### config.mk
export PLATFORM = sky130hd
export DESIGN_NAME = ascii_to_binary
export DESIGN_NICKNAME = d
export VERILOG_FILES = /design/src/rtl/seq_num_checker_pkg.sv /design/src/rtl/seq_num_checker_ascii_to_binary.sv
export SDC_FILE = /design/constraint.sdc
export NUM_CORES = 1
export LEC_CHECK = 0
export ABC_AREA = 1
export CAP_MARGIN = 20
export CORE_MARGIN = 4
export CORE_UTILIZATION = 35
export CTS_CLUSTER_DIAMETER = 40
export DETAILED_ROUTE_END_ITERATION = 8
export SYNTH_ARGS = -nofsm -noshare
export SYNTH_HDL_FRONTEND = slang
export SYNTH_SLANG_ARGS = --single-unit
### constraint.sdc
create_clock -name clk -period 3.7 [get_ports clk]
set_input_delay 0.555 -clock clk [delete_from_list [all_inputs] [get_ports clk]]
set_output_delay 0.555 -clock clk [all_outputs]
set_load 0.01 [all_outputs]
### src/rtl/seq_num_checker_pkg.sv
// Shared definitions for the MsgSeqNum (tag 34) receive checker.
// Contents: FSM state encoding, result-status encoding, ASCII digit bounds,
// default widths and a digit-classification helper.
package seq_num_checker_pkg;

  localparam int HOST_ADDR_WIDTH = 8;
  localparam int BIN_W_DEF       = 32;
  localparam int MAX_DIGITS_DEF  = 10;

  localparam logic [7:0] ASCII_0 = 8'h30;
  localparam logic [7:0] ASCII_9 = 8'h39;

  typedef enum logic [1:0] {
    ST_IDLE,
    ST_ACCUM,
    ST_CHECK,
    ST_REPORT
  } state_t;

  typedef enum logic [1:0] {
    STAT_OK,
    STAT_GAP,
    STAT_LOW,
    STAT_ERR
  } status_t;

  function automatic logic is_digit(input logic [7:0] c);
    return (c >= ASCII_0) && (c <= ASCII_9);
  endfunction

endpackage

### src/rtl/seq_num_checker_ascii_to_binary.sv
// ascii_to_binary: serial decimal-ASCII to binary accumulator.
// Ports:
//   clk, rst     clock, synchronous active-low reset
//   clear        restart accumulation (acc, digit count, err := 0)
//   char_en      consume char_in this cycle
//   char_in      ASCII character
//   acc          accumulated binary value (saturates at all-ones)
//   err          sticky: non-digit seen, too many digits, or overflow
module ascii_to_binary
  import seq_num_checker_pkg::*;
#(
  parameter int BIN_W      = BIN_W_DEF,
  parameter int MAX_DIGITS = MAX_DIGITS_DEF
) (
  input  logic             clk,
  input  logic             rst,
  input  logic             clear,
  input  logic             char_en,
  input  logic [7:0]       char_in,
  output logic [BIN_W-1:0] acc,
  output logic             err
);
  localparam int EXT_W = BIN_W + 4;
  localparam int CNT_W = $clog2(MAX_DIGITS + 2);
  localparam logic [CNT_W-1:0] CNT_LIMIT = CNT_W'(MAX_DIGITS + 1);

  logic [BIN_W-1:0] acc_reg, acc_next;
  logic [CNT_W-1:0] cnt_reg, cnt_next;
  logic             err_reg, err_next;

  logic [EXT_W-1:0] acc_ext;
  logic [EXT_W-1:0] prod;
  logic [3:0]       digit;
  logic             overflow;

  // For '0'..'9' the low nibble of the ASCII code is the digit value.
  assign digit    = char_in[3:0];
  assign acc_ext  = {4'b0000, acc_reg};
  assign prod     = (acc_ext << 3) + (acc_ext << 1) + {{(EXT_W-4){1'b0}}, digit};
  assign overflow = |prod[EXT_W-1:BIN_W];

  always_comb begin
    acc_next = acc_reg;
    cnt_next = cnt_reg;
    err_next = err_reg;
    if (clear) begin
      acc_next = '0;
      cnt_next = '0;
      err_next = 1'b0;
    end else if (char_en) begin
      if (is_digit(char_in)) begin
        // Count saturates at the limit so long fields cannot wrap it.
        if (cnt_reg != CNT_LIMIT) cnt_next = cnt_reg + 1'b1;
        if (cnt_next == CNT_LIMIT) err_next = 1'b1;
        if (overflow) begin
          acc_next = '1;
          err_next = 1'b1;
        end else begin
          acc_next = prod[BIN_W-1:0];
        end
      end else begin
        err_next = 1'b1;
      end
    end
  end

  always_ff @(posedge clk) begin
    if (!rst) begin
      acc_reg <= '0;
      cnt_reg <= '0;
      err_reg <= 1'b0;
    end else begin
      acc_reg <= acc_next;
      cnt_reg <= cnt_next;
      err_reg <= err_next;
    end
  end

  assign acc = acc_reg;
  assign err = err_reg;

endmodule

# Word-level counts from Yosys, hierarchy flattened
# Index checks and enable logic that the tools add are counted.
# classes
addsub	3
magnitude_cmp	2
bitwise	1
n_mux	8
n_eq_ne	3
reduce_logical	5
# ops
op	n
$add A35 B33 Y36	1
$add A36 B4 Y36	1
$mux W32	1
$mux W4	4
$ge A8 B6 Y1 const B	1
$le A8 B6 Y1 const B	1
$add A4 B1 Y4 const B	1
$eq A4 B4 Y1 const B	1
$ne A4 B4 Y1 const B	1
$reduce_and A2 Y1	2
$reduce_or A4 Y1	1
$mux W1	3
$ne A3 B2 Y1 const B	1
$reduce_or A2 Y1	1
$logic_and A1 B1 Y1	1
$not A1 Y1	1
# totals
out_inout_bits	33
regBits	37
wordCells	25
input_bits	12

# Depth between registers and ports, before layout
# logic_depth
ltp_word	9
ltp_mapped	21

# Least setup slack after synthesis
# No wires, ideal clock.
# synth_timing
path_kind	input-to-reg
from	input port char_in[3]
to	register acc_reg[0] (netlist: acc[0])
arrival_ns	2.858
path_slack_ns	0.730
path_stages	18
path_buffers	1
setup_time_ns	0.112
required_ns	3.588
cell_sequence	fa_1 -> inv_1 -> fa_1 -> inv_1 -> nand2_1 -> nand2_1 -> nand3_2 -> nand2_2 -> nand2_1 -> nand2_2 -> nand2_2 -> nand3_2 -> nand2_1 -> nor2_4 -> nand3_4 -> buf_6 -> o21bai_2 -> inv_1
# synth_between
elab_chain_len	3
# synth_lines
item	line	text
start, declared	seq_num_checker_ascii_to_binary.sv:19	input logic [7:0] char_in,
$add A36 B4 Y36, or another cell as far along	seq_num_checker_ascii_to_binary.sv:39	assign prod = (acc_ext << 3) + (acc_ext << 1) + {{(EXT_W-4){1'b0}}, digit};
$reduce_or A4 Y1 / $logic_and A1 B1 Y1 (equally long branches)	seq_num_checker_ascii_to_binary.sv:40, seq_num_checker_pkg.sv:28	
$mux W32 / $reduce_and A2 Y1 (equally long branches)	-	
end signal, assigned	seq_num_checker_ascii_to_binary.sv:73	acc_reg <= acc_next;
end, declared	seq_num_checker_ascii_to_binary.sv:27	logic [BIN_W-1:0] acc_reg, acc_next;
# Parallel ways exist; a longest one is shown, timed or not.
# A chain may end at the register's enable or synchronous reset.

# Worst setup path after layout
# layout_timing
from	input port char_in[3]
to	register acc_reg[2] (netlist: acc[2])
# Same word-level chain as after synthesis.

==> results.cfg <==
[logic_synthesis]
synth-seq-area-share = 0.182
syn_inst = 606
async_flop_share = 0
ys_top_cells_by_area = ha_1, dfxtp_1, nand2_1
synth_fp_nets = 684
synth-edff-count = 0
syn_avg_cell_area_um2 = 6.73
synth.ff_latch_count = 37
synth_warnings = 0
yosys.area.top_type = ha_1
yosysTopAreaCellShare = 0.196
synthesis.area_mm2 = 0.00408
yosysUniqueCellTypes = 30
synthFlopType = dfxtp_1

[global_routing]
grt_usage = 0.163
grt_overflow = 0
grt_first_pass_wirelength_mm = 17.7
antenna_found_initial = 0
grt_max_degree = 37
grt_pass1_vias = 3841

[die]
fp.dieW_um = 116
pin_count = 45
die_area_mm2 = 0.0134
num_rows = 39
core_mm2 = 0.0114
initial_core_util = 0.357
die-height_um = 116

[final_layout]
fill_cells = 1220
largest_reg_flops = 32
area_growth_pct = 19.8
drive_above_1_share = 0.0923
n_antenna_cell = 0
finalNetCount = 738
final_cells = 804

[power_and_ir_drop]
ir_worst_vdd_v = 0.000136
power_density_mw_per_mm2 = 182
p_leak_nw = 2.75
p_total_uw = 888

[placement]
dp_hpwl_mm = 8.57
numPortBuffers = 44
place_inst = 796
gp_congestion = 0.952

[run_status]
status = completed

[flow_run]
maxCapViolations = 0

[sta]
max_freq_mhz = 296
rsz0062_at_grt = no
post-route-min-period_ns = 3.38
finalMaxSlewViolations = 0
holdWs_ns = 0.448
tns_ns = 0
min_period_over_period = 0.913
finalSetupViolCount = 0
relSlewSlack = 0.584
tightest_slew_ns = 0.617
hold_viol = 0
fin_skew_ns = 0.00252

[worst_setup_path]
end_kind = flop
start_kind = input pin
critPathRequiredTime_ns = 3.88
path_max_fanout = 8
arrival_ns = 3.56
ff2ff_setup_slack_ns = 0.72
worstSetupPathType = in -> reg

[clocking]
path_clk_slew_ns = 0.06
cts_tree = done
h-tree-depth = 2
root_buffer = clkbuf_16
insertion_delay_ns = 0.29
cts_resized = 0
clock-sinks = 37
cts_setup_buffers = 0
holdBufCountCts = 0
cts_max_path_buffers = 2
cts_buffers = 5

[routing]
drt-initial-drc-count = 140
ant_nets = 0
first_pass_iters = 4
drc = 0
totalWireLength_mm = 10.6
wl_per_cell_um = 13.2
vias = 3913
routed_via_density = 4.87

[min_path]
holdCritPathClass = reg -> reg
-- per-layer routing --
layer  vias up  routed length (um)  global-route usage
met3        16                 490              0.0303
met1      1754                5360               0.229
li1       2053                   -                   -
met4         0                 206              0.0541
met5         -                   0                   0
met2        90                4540               0.252
-- final timing paths --
kind	depth (start not counted)	start	endpoint
worst max-delay path	19	char_in[3]	acc[2]$_SDFFE_PP0P_
worst min-delay path	2	err$_SDFFE_PP0P_	err$_SDFFE_PP0P_
worst max register to register	18	acc[0]$_SDFFE_PP0P_	acc[2]$_SDFFE_PP0P_
worst min register to register	2	err$_SDFFE_PP0P_	err$_SDFFE_PP0P_
-- layout make-up --
class                   count  area [um^2]  share of cell area
clock buffers               8          136              0.0279
repair buffers             55          536               0.110
well taps                 143          179              0.0366
flip-flops and latches     37          741               0.152
inverters                 104          390              0.0799
multi-input cells         457         2910               0.594
-- layout by cell type (no fill, tap or decap), drive strengths merged --
cell / n
xnor2: 17
clkbuf: 8
a31oi: 6
a21oi: 43
o21a: 3
o21bai: 29
nand2: 160
buf: 11
o21ai: 42
dfxtp: 37
a21o: 2
and3: 3
inv: 104
nor2: 49
fa: 2
clkdlybuf4s50: 44
nand3: 16
nor3: 4
or2: 3
and2: 1
xor2: 13
ha: 64
-- metrics by stage --
step	setup slack, ns	util	instance area [um^2]
final	0.322	0.428	4890
after global routing	0.0515	0.428	4890
after CTS	0.297	0.428	4890
after detailed placement	0.000201	0.416	4750
after global placement	0.0873	0.416	4750
after floorplan	0.730	-	4080
-- logic make-up after synthesis --
kind of cell             after synthesis  share of synthesized area
AO/OA/AOI/OAI                        125                      0.196
XOR/XNOR                              30                     0.0644
adder cells (fa/ha/maj)               66                      0.206
buffers and inverters                112                      0.107
flip-flops                            37                      0.182
AND/OR/NAND/NOR                      236                      0.245
-- power by group --
group | internal [mW] | switching [mW]
combinational | 0.0287 | 0.0303
sequential | 0.401 | 0.00301
clock | 0.251 | 0.174
total | 0.681 | 0.207
-- critical path, stage by stage --
cell	delay, ns
clkdlybuf4s50_1	0.45
fa_1	0.58
inv_1	0.06
fa_1	0.45
inv_1	0.07
nand2_1	0.04
nand2_1	0.12
nand3_2	0.09
nand2_2	0.08
nand2_1	0.06
nand2_2	0.07
nand2_2	0.06
nand3_2	0.05
nand2_1	0.09
nor2_4	0.16
nand3_4	0.18
buf_4	0.24
o21bai_2	0.11
inv_1	0.05
-- synth_stat cells, types with 9 or more instances --
master      n
dfxtp_1    37
nand2_1   152
inv_1      99
xor2_1     13
o21bai_1    9
nand3_1    11
o21bai_2   20
a21oi_1    41
o21ai_0    42
ha_1       64
xnor2_1    17
nor2_1     47
(Power assumes the default switching activity.)
